File: config.mk
export PLATFORM = sky130hd
export DESIGN_NAME = add_share_sched_flat
export DESIGN_NICKNAME = d
export VERILOG_FILES = /design/src/rtl/add_share_sched_pkg.sv /design/src/rtl/add_share_sched_if.sv /design/src/rtl/add_share_sched_rr_pick.sv /design/src/rtl/add_share_sched.sv /design/src/flat_wrapper.sv
export SDC_FILE = /design/constraint.sdc
export NUM_CORES = 1
export LEC_CHECK = 0
export ABC_CLOCK_PERIOD_IN_PS = 3300
export CORE_ASPECT_RATIO = 1.25
export CORE_MARGIN = 1.5
export CORE_UTILIZATION = 37
export DETAILED_ROUTE_END_ITERATION = 6
export PLACE_DENSITY = 0.77
export SLEW_MARGIN = 15
export SYNTH_ARGS = -nofsm -noshare
export SYNTH_HDL_FRONTEND = slang
export SYNTH_SLANG_ARGS = --single-unit
File: constraint.sdc
create_clock -name clk -period 3.3 [get_ports clk]
set_clock_uncertainty 0.15 [all_clocks]
set_input_delay 0.825 -clock clk [delete_from_list [all_inputs] [get_ports clk]]
set_output_delay 0.825 -clock clk [all_outputs]
set_load 0.05 [all_outputs]
File: src/rtl/add_share_sched_pkg.sv
// Shared types and sizing helpers for the adder-sharing scheduler and its
// round-robin picker.
package add_share_pkg;

  typedef enum logic [1:0] {
    IDLE,
    ISSUE,
    WAIT,
    RESP
  } state_e;

  localparam int N_DEF       = 4;
  localparam int W_DEF       = 16;
  localparam int TIMEOUT_DEF = 4;

  // A single requester still needs a 1-bit ID field.
  function automatic int id_width(input int n);
    return (n > 1) ? $clog2(n) : 1;
  endfunction

  // The wait counter must be able to hold the value TIMEOUT itself.
  function automatic int cnt_width(input int timeout);
    return (timeout > 1) ? $clog2(timeout + 1) : 1;
  endfunction

  localparam int IDW_DEF = id_width(N_DEF);
  localparam int CW_DEF  = cnt_width(TIMEOUT_DEF);

endpackage

File: src/rtl/add_share_sched_if.sv
// Client-side bundle: per-requester operand handshakes plus the shared
// response channel.
interface add_share_sched_if #(
  parameter int N = 4,
  parameter int W = 16
);
  import add_share_pkg::*;

  localparam int IDW = id_width(N);

  logic [N-1:0]   req_valid;
  logic [N-1:0]   req_ready;
  logic [N*W-1:0] req_a;
  logic [N*W-1:0] req_b;
  logic           rsp_valid;
  logic           rsp_ready;
  logic [IDW-1:0] rsp_id;
  logic [W-1:0]   rsp_y;
  logic           rsp_err;

  modport master (
    output req_valid, req_a, req_b, rsp_ready,
    input  req_ready, rsp_valid, rsp_id, rsp_y, rsp_err
  );

  modport slave (
    input  req_valid, req_a, req_b, rsp_ready,
    output req_ready, rsp_valid, rsp_id, rsp_y, rsp_err
  );

endinterface

File: src/rtl/add_share_sched_rr_pick.sv
// Combinational round-robin picker: the first set request searching upward
// from ptr_i+1, wrapping at N-1, wins.
module rr_pick #(
  parameter int N   = 4,
  parameter int IDW = 2
) (
  input  logic [N-1:0]   req_i,
  input  logic [IDW-1:0] ptr_i,
  output logic [N-1:0]   grant_o,
  output logic [IDW-1:0] idx_o
);

  int             j;
  logic [IDW-1:0] jj;

  // NOTE: every output of a combinational block gets a default first,
  // otherwise a path that skips the assignment infers a latch.
  always_comb begin
    grant_o = '0;
    idx_o   = '0;
    j       = 0;
    jj      = '0;
    // Walk from lowest to highest priority so the highest-priority hit
    // is the last one written.
    for (int k = N; k >= 1; k--) begin
      j  = (int'(ptr_i) + k) % N;
      jj = IDW'(j);
      if (req_i[jj]) begin
        grant_o     = '0;
        grant_o[jj] = 1'b1;
        idx_o       = jj;
      end
    end
  end

endmodule

File: src/rtl/add_share_sched.sv
// Shares one single-cycle adder between N requesters: round-robin accept,
// one start pulse, bounded wait for the result, registered response.
module add_share_sched
  import add_share_pkg::*;
#(
  parameter int N       = N_DEF,
  parameter int W       = W_DEF,
  parameter int TIMEOUT = TIMEOUT_DEF
) (
  input  logic             clk,
  input  logic             rst,
  add_share_sched_if.slave bus,
  output logic             add_start,
  output logic [W-1:0]     add_a,
  output logic [W-1:0]     add_b,
  input  logic [W-1:0]     add_y,
  input  logic             add_valid
);

  localparam int IDW = id_width(N);
  localparam int CW  = cnt_width(TIMEOUT);

  state_e         state_q;
  logic [IDW-1:0] ptr_q;
  logic [IDW-1:0] id_q;
  logic [CW-1:0]  cnt_q;
  logic [CW-1:0]  cnt_d;
  logic           add_start_q;
  logic [W-1:0]   add_a_q;
  logic [W-1:0]   add_b_q;
  logic           rsp_valid_q;
  logic [IDW-1:0] rsp_id_q;
  logic [W-1:0]   rsp_y_q;
  logic           rsp_err_q;

  logic [N-1:0]   pick_grant;
  logic [IDW-1:0] pick_idx;
  logic [W-1:0]   a_sel;
  logic [W-1:0]   b_sel;

  rr_pick #(
    .N  (N),
    .IDW(IDW)
  ) u_pick (
    .req_i  (bus.req_valid),
    .ptr_i  (ptr_q),
    .grant_o(pick_grant),
    .idx_o  (pick_idx)
  );

  assign a_sel = bus.req_a[int'(pick_idx)*W +: W];
  assign b_sel = bus.req_b[int'(pick_idx)*W +: W];
  assign cnt_d = cnt_q + 1'b1;

  // The grant is only exposed while idle, so at most one accept is in flight.
  assign bus.req_ready = (state_q == IDLE) ? pick_grant : '0;
  assign bus.rsp_valid = rsp_valid_q;
  assign bus.rsp_id    = rsp_id_q;
  assign bus.rsp_y     = rsp_y_q;
  assign bus.rsp_err   = rsp_err_q;
  assign add_start     = add_start_q;
  assign add_a         = add_a_q;
  assign add_b         = add_b_q;

  // NOTE: sequential state uses non-blocking assignments so every register
  // samples pre-edge values regardless of statement order.
  always_ff @(posedge clk) begin
    if (rst) begin
      state_q     <= IDLE;
      ptr_q       <= IDW'(N - 1);
      id_q        <= '0;
      cnt_q       <= '0;
      add_start_q <= 1'b0;
      add_a_q     <= '0;
      add_b_q     <= '0;
      rsp_valid_q <= 1'b0;
      rsp_id_q    <= '0;
      rsp_y_q     <= '0;
      rsp_err_q   <= 1'b0;
    end else begin
      add_start_q <= 1'b0;
      unique case (state_q)
        IDLE: begin
          if (|pick_grant) begin
            add_a_q     <= a_sel;
            add_b_q     <= b_sel;
            id_q        <= pick_idx;
            add_start_q <= 1'b1;
            state_q     <= ISSUE;
          end
        end
        ISSUE: begin
          cnt_q   <= '0;
          state_q <= WAIT;
        end
        WAIT: begin
          if (add_valid) begin
            rsp_y_q     <= add_y;
            rsp_err_q   <= 1'b0;
            rsp_id_q    <= id_q;
            rsp_valid_q <= 1'b1;
            state_q     <= RESP;
          end else begin
            cnt_q <= cnt_d;
            if (cnt_d == CW'(TIMEOUT)) begin
              rsp_y_q     <= '0;
              rsp_err_q   <= 1'b1;
              rsp_id_q    <= id_q;
              rsp_valid_q <= 1'b1;
              state_q     <= RESP;
            end
          end
        end
        RESP: begin
          if (bus.rsp_ready) begin
            rsp_valid_q <= 1'b0;
            ptr_q       <= rsp_id_q;
            state_q     <= IDLE;
          end
        end
        default: state_q <= IDLE;
      endcase
    end
  end

endmodule

File: src/flat_wrapper.sv
// flat-port wrapper written by rule: the top's interface ports become plain ports
module add_share_sched_flat import add_share_pkg::*;
#(
  parameter int N       = N_DEF,
  parameter int W       = W_DEF,
  parameter int TIMEOUT = TIMEOUT_DEF
)
  (clk, rst, add_start, add_a, add_b, add_y, add_valid, bus_req_valid, bus_req_a, bus_req_b, bus_rsp_ready, bus_req_ready, bus_rsp_valid, bus_rsp_id, bus_rsp_y, bus_rsp_err);
  add_share_sched_if #(.N(N), .W(W)) bus_i ();
  input  logic clk;
  input  logic rst;
  output logic add_start;
  output logic [W-1:0] add_a;
  output logic [W-1:0] add_b;
  input  logic [W-1:0] add_y;
  input  logic add_valid;
  input wire logic [$bits(bus_i.req_valid)-1:0] bus_req_valid;
  input wire logic [$bits(bus_i.req_a)-1:0] bus_req_a;
  input wire logic [$bits(bus_i.req_b)-1:0] bus_req_b;
  input wire logic [$bits(bus_i.rsp_ready)-1:0] bus_rsp_ready;
  output wire logic [$bits(bus_i.req_ready)-1:0] bus_req_ready;
  output wire logic [$bits(bus_i.rsp_valid)-1:0] bus_rsp_valid;
  output wire logic [$bits(bus_i.rsp_id)-1:0] bus_rsp_id;
  output wire logic [$bits(bus_i.rsp_y)-1:0] bus_rsp_y;
  output wire logic [$bits(bus_i.rsp_err)-1:0] bus_rsp_err;
  assign bus_i.req_valid = bus_req_valid;
  assign bus_i.req_a = bus_req_a;
  assign bus_i.req_b = bus_req_b;
  assign bus_i.rsp_ready = bus_rsp_ready;
  assign bus_req_ready = bus_i.req_ready;
  assign bus_rsp_valid = bus_i.rsp_valid;
  assign bus_rsp_id = bus_i.rsp_id;
  assign bus_rsp_y = bus_i.rsp_y;
  assign bus_rsp_err = bus_i.rsp_err;
  add_share_sched #(.N(N), .W(W), .TIMEOUT(TIMEOUT)) u_core (.clk(clk), .rst(rst), .bus(bus_i), .add_start(add_start), .add_a(add_a), .add_b(add_b), .add_y(add_y), .add_valid(add_valid));
endmodule
==> flow_summary_export.csv <==
group,metric,value,unit
setup_path,r2r_cells,12,
finish,fin_util,64.1,%
yosys,synth-edff-count,0,
pwr,leakagePower,3.10,nW
floorplan,io_pins,209,
hold_path,hp-start,"u_core.add_b[13]$_SDFFE_PP0P_",
route,vias,4624,
cts,cts_sinks,62,
cts,clk_pin_slew,0.05,ns
setup_path,required,2.32,ns
finish,area_delta_synth_final,67.7,%
hold_path,hold_path.class,"reg2reg",
timing,timing.hold.ws,0.301,ns
route,drt_iter0_markers,183,
run_status,violations,"DRC, setup timing",
cts,h-tree-depth,3,
global_routing,track_usage,20.8,%
hold_path,min_path_cells,2,
route,viasPerCell,5.06,
cts,clk_path_buf_depth,2,
placed_design,port_buffers,208,
timing,slew_headroom,60.7,%
yosys,ys_ff_latch,62,
global_routing,antenna_found_initial,0,
setup_path,cp_top_family,"compound AO/OA/AOI/OAI gates",
yosys,yosys.area.top_type_share,29.2,%
run_status,status,"finished, violations left",
setup_path,cp-start-kind,"input port",
setup_path,slowest_delay,0.25,ns
finish,antenna_cells,0,
timing,final_hold_viol_count,0,
timing,drv_slew,0,
route,final_antenna_net_count,0,
flow_run,maxCapViolCount,0,
placed_design,dpl-instance-area,6700,um2
cts,clk_latency,0.32,ns
timing,rsz0062_at_grt,"true",
yosys,synth_common_cells,"nand2_1 (170), mux2i_1 (70), dfxtp_1 (62)",
cts,numCtsBuffers,9,
route,drc,8,
pwr,p_total,5.01,mW
route,wl_per_cell,14.6,um
yosys,synth.area.top_cells,"dfxtp_1 (29%), mux2i_1 (16%), nand2_1 (15%)",
timing,finalSetupTns,-0.0261,ns
cts,cts_tree,"built",
global_routing,grt.overflow.total,0,
placed_design,place_congestion,0.860,
placed_design,pre_cts_ws,-0.458,ns
setup_path,ff2ff_setup_slack,0.11,ns
route,drt_first_pass_iters,7,
setup_path,r2r-start,"u_core.ptr_q[1]$_SDFFE_PP1P_",
floorplan,floorplan.rows,43,
yosys,synth_cell_types,44,
pwr,peakVddDrop,0.000306,V
yosys,syn_area_per_cell,7.70,um2
yosys,synth_most_common_cell,"nand2_1",
timing,finalCritPeriodShare,101,%
timing,setup_violations,3,
timing,tightest_slew,0.588,ns
timing,fmax,301,MHz
finish,final_nets,939,
yosys,yosysWarnings,0,
setup_path,crit_path_end_kind,"output port",
route,wirelength,13300,um
yosys,syn_inst,553,
setup_path,critical_path_class,"in2out",
setup_path,cpMaxStageDelayCell,"o211a_1",
hold_path,hold_path_end,"u_core.add_b[13]$_SDFFE_PP0P_",
placed_design,post-place-cells,891,
setup_path,arrival,2.34,ns
yosys,synth-main-ff-cell,"dfxtp_1",
setup_path,reg2reg_to,"u_core.add_a[15]$_SDFFE_PP0P_",
global_routing,grt_pass1_vias,4449,
finish,design_area,7140,um2
finish,layout-drive-gt1-share,16.7,%
setup_path,crit_fanout,5,
timing,setup_ws,-0.0172,ns
setup_path,worstPathCellList,"clkdlybuf4s15_2, buf_4, mux2i_4, o211a_1, o21ai_1, a32oi_2, and2_4, buf_12",
yosys,synth_top_area_cell,"dfxtp_1",
floorplan,start_util,38.2,%
global_routing,grt_start_max_net_pins,65,
floorplan,die_x,99.0,um
placed_design,hpwl,10300,um
yosys,yosysSeqAreaShare,29.2,%
finish,stdcell_count,914,
yosys,syn_nets,718,
floorplan,core_area,11100,um2
yosys,netlist_area,4260,um2
setup_path,worst-path-buf-inv,3,
cts,cts-root-buf,"clkbuf_16",
yosys,async_flop_share,0,%
timing,period_minus_slack,3.32,ns
global_routing,grt_pass1_wl,20400,um
floorplan,die_y,123,um
floorplan,dieArea,12200,um2
pwr,p_per_area,701,nW/um2
-- area by class of cell --
cell class              count  area [um2]
clock inverters             7        50.0
multi-input cells         438        2840
well taps                 135         169
repair buffers            252        2570
flip-flops and latches     62        1240
fillers                   902        4000
clock buffers               9         225
inverters                  11        41.3
-- worst max path at each step --
stage	start	to	slack, ns	cells after the start
floorplan	u_core.ptr_q[1]$_SDFFE_PP1P_	bus_req_ready[0]	0.02	8
global placement	bus_req_valid[2]	u_core.add_a[13]$_SDFFE_PP0P_	-0.35	10
detailed placement	bus_req_valid[1]	bus_req_ready[2]	-0.46	8
CTS	bus_req_valid[0]	bus_req_ready[0]	0.0003	8
global route	bus_req_valid[3]	bus_req_ready[3]	-0.07	7
finish	bus_req_valid[3]	bus_req_ready[1]	-0.02	8
-- placed cells by master, fill, tap and decap left out, drive strengths merged, types with 2 or more instances in the layout --
| cell | synthesis | final |
|---|---|---|
| clkdlybuf4s50 | 0 | 199 |
| nand2 | 171 | 171 |
| mux2i | 70 | 70 |
| dfxtp | 62 | 62 |
| buf | 26 | 51 |
| a21oi | 42 | 42 |
| o21ai | 42 | 42 |
| nor2 | 31 | 31 |
| a22oi | 17 | 17 |
| ha | 13 | 13 |
| inv | 11 | 12 |
| clkbuf | 17 | 9 |
| and2 | 6 | 7 |
| nor3 | 6 | 6 |
| a32oi | 4 | 4 |
| mux2 | 3 | 3 |
| o211a | 3 | 3 |
| a31oi | 3 | 3 |
| and3 | 3 | 3 |
| clkinvlp | 0 | 3 |
| clkinv | 0 | 3 |
| a211o | 3 | 3 |
| and3b | 2 | 2 |
| nor3b | 2 | 2 |
| nand2b | 2 | 2 |
| nor2b | 2 | 2 |
| clkdlybuf4s15 | 0 | 2 |
-- registers in the layout, summed over array words and instances, names as in the netlist --
register / cells
u_core.add_a: 16
u_core.add_b: 16
u_core.bus.rsp_y: 16
u_core.cnt_q: 3
u_core.bus.rsp_id: 2
u_core.id_q: 2
u_core.ptr_q: 2
u_core.state_q: 2
u_core.add_start: 1
u_core.bus.rsp_err: 1
u_core.bus.rsp_valid: 1
-- worst register-to-register path, stage by stage, from the launching register on --
cell,delay (ns)
dfxtp_2,0.33
inv_2,0.05
ha_4,0.32
mux4_2,0.59
buf_6,0.16
a21oi_4,0.10
a32oi_2,0.12
buf_4,0.16
or4_4,0.56
and2_4,0.23
buf_12,0.17
o21ai_2,0.06
a21oi_1,0.07
-- metal layers --
layer,part of all wire (%),GRT usage (%),vias to the layer above
met5,0,0,-
met4,2.0,7.59,0
met1,38,21.8,2141
met2,54,41.5,143
li1,-,-,2320
met3,5.4,3.34,20
-- where the power goes --
part | internal, mW | switching [mW] | total, mW
Sequential | 0.941 | 0.101 | 1.04
Combinational | 1.34 | 1.78 | 3.12
Clock | 0.508 | 0.339 | 0.847
Total | 2.79 | 2.22 | 5.01
-- cell families after synthesis --
| group | share of synthesized area (%) |
|---|---|
| xor+xnor | 0.206 |
| buf+inv | 7.32 |
| fa+ha+maj | 3.82 |
| compound gates | 19.4 |
| simple gates | 22.1 |
| mux | 18.0 |
| flops | 29.2 |
-- repair_timing --
action	CTS	global route
resized for setup	29	15
setup endpoints to repair	31	28
gates cloned	0	1
hold buffers	0	0
pin swaps	6	5
buffers inserted	4	2
Note: power is estimated with default switching activity, not from simulation.
==> edit (same settings) <==
Change the package constant `N_DEF` from 4 to 3.
--- a/src/rtl/add_share_sched_pkg.sv
+++ b/src/rtl/add_share_sched_pkg.sv
@@ -9,7 +9,7 @@
     RESP
   } state_e;
 
-  localparam int N_DEF       = 4;
+  localparam int N_DEF       = 3;
   localparam int W_DEF       = 16;
   localparam int TIMEOUT_DEF = 4;
 
Interface: changed (resized bus_req_a, bus_req_b, bus_req_ready and bus_req_valid); port bits go from 209 to 175. No check against the original RTL was run, so the function may have changed too.
==> edit against the unedited design <==
Non-clock buffer count is 55 lower. Total power is 27% lower. Sequential cell count stayed put. Maximum frequency is 2.2% higher. Worst hold slack better by 0.013 ns. Sequential share of layout area is 5.0 points higher. Final area is 22% lower. Synthesized area is 21% lower. Worst setup slack better by 0.072 ns. Cell count is 24% lower. Combinational power is 38% lower. Core utilization is 0.51 points lower. Wire length is 16% lower. Largest power group unchanged.
==> edit: results (changes against the unedited design) <==
** Timing
- Worst-Margin Slew :: 0.5459 ns (was 0.5879 ns)

** Routing
- The first-pass iteration count of the detailed router is 5 (was 7).
- The violation count after the first detailed-routing iteration is 188 (was 183).
- WL/cell :: 16.09 microns (was 14.56 microns)
- The routed length on met2 was 5450 microns (was 7232 microns).

** Worst setup path
- Arrival time at the worst endpoint :: 2.27 ns (was 2.34 ns)
- Reg2Reg Setup Slack :: 0.54 ns (was 0.11 ns)
- Critical-path maximum fanout :: 7 (was 5)
- The depth of the worst register-to-register path is 11 (was 12).
- The biggest cell delay along the critical path was 0.30 ns (was 0.25 ns).
- RR Startpoint :: u_core.ptr_q[0]$_SDFFE_PP0P_ (was u_core.ptr_q[1]$_SDFFE_PP1P_)

** Synthesis
- The sequential share of the synthesized area came to 37.04% (was 29.15%).
- Top post-synthesis cells by area :: sky130_fd_sc_hd__dfxtp_1 (37%), sky130_fd_sc_hd__a32o_1 (9.6%), sky130_fd_sc_hd__nand2b_1 (7.1%) (was sky130_fd_sc_hd__dfxtp_1 (29%), sky130_fd_sc_hd__mux2i_1 (16%), sky130_fd_sc_hd__nand2_1 (15%))
- Number of different library cells in the post-synthesis netlist :: 43 (was 44)
- The post-synthesis cell count was 395 (was 553).

** Min path
- The cell depth of the worst hold path is 1 (was 2).
- The worst min-delay path startpoint is u_core.add_b[5]$_SDFFE_PP0P_ (was u_core.add_b[13]$_SDFFE_PP0P_).

** Place
- Pre-CTS WS :: -0.1542 ns (was -0.4581 ns)
- Routability-driven placement congestion ratio :: 0.9540 (was 0.8597)
- The number of buffer cells added on primary ports was 174 (was 208).
- The number of instances in the placed design came to 676 (was 891).
- Total half-perimeter wirelength after legalization and detailed placement :: 8242 microns (was 10320 microns)

** Final layout
- Total of fill cells in the finished design :: 771 (was 902)
- Fraction of final layout cells sized beyond drive strength 1 :: 9.773% (was 16.69%)
- Post-layout net count :: 697 (was 939)

** Run status
- Run status: finished clean (was finished, violations left).

** Power and ir drop
- The switching power share of the total is 43.00% (was 44.26%).
- The maximum vdd drop is 0.3236 mV (was 0.3062 mV).

** Clock tree
- Clock latency on the worst-skew pair :: 0.35 ns (was 0.32 ns)

** Global route
- Met3 routing resource usage after global routing :: 7.282% (was 3.335%)
- The global-route met1 utilization was 23.62% (was 21.82%).
## edit: logic make-up (layout without fill, tap and decap cells)
family / after synthesis / count (layout) / share of synthesized area [%]
AO/OA/AOI/OAI: 111 / 111 / 25.13
AND/OR/NAND/NOR: 157 / 157 / 24.16
multiplexers: 10 / 10 / 3.174
flip-flops: 62 / 62 / 37.04
buffers and inverters: 44 / 222 / 6.497
XOR/XNOR: 1 / 1 / 0.2614
adder cells (fa/ha/maj): 10 / 10 / 3.734
## edit: final cells by class
cell class	instances	area, sq um	area share (%)
sequential	62	1246	22.39
clock inverter	3	43.79	0.7869
clock buffer	13	148.9	2.675
timing repair buffer	197	1987	35.70
inverter	9	33.78	0.6070
tap	120	150.1	2.698
multi-input combinational	289	1956	35.14
## edit: how the worst max path moves through the flow
stage | end | from | slack [ns] | depth (start not counted)
6_report | bus_req_ready[0] | bus_req_valid[0] | 0.05 | 7
5_1_grt | bus_req_ready[0] | u_core.ptr_q[0]$_SDFFE_PP0P_ | -0.04 | 8
4_1_cts | bus_req_ready[0] | u_core.ptr_q[0]$_SDFFE_PP0P_ | 0.002 | 7
3_5_place_dp | bus_req_ready[1] | bus_req_valid[0] | -0.15 | 7
3_3_place_gp | bus_req_ready[1] | bus_req_valid[0] | -0.08 | 7
2_1_floorplan | bus_req_ready[2] | bus_req_valid[1] | 0.09 | 5
## edit: power by group through the flow
stage          logic (mW)  registers [mW]  clock network (mW)
4_1_cts              1.94            1.04               0.688
5_1_grt              2.04            1.07               0.713
6_report             1.93            1.04               0.667
3_3_place_gp         1.90            1.05                   0
2_1_floorplan       0.613            1.66                   0
3_5_place_dp         1.93            1.06                   0
## edit: repair_timing
item | in CTS | in global routing
gates resized for setup | 7 | 7
endpoints found under the setup margin | 3 | 3
pin swaps | 1 | 2
setup buffers | 0 | 1
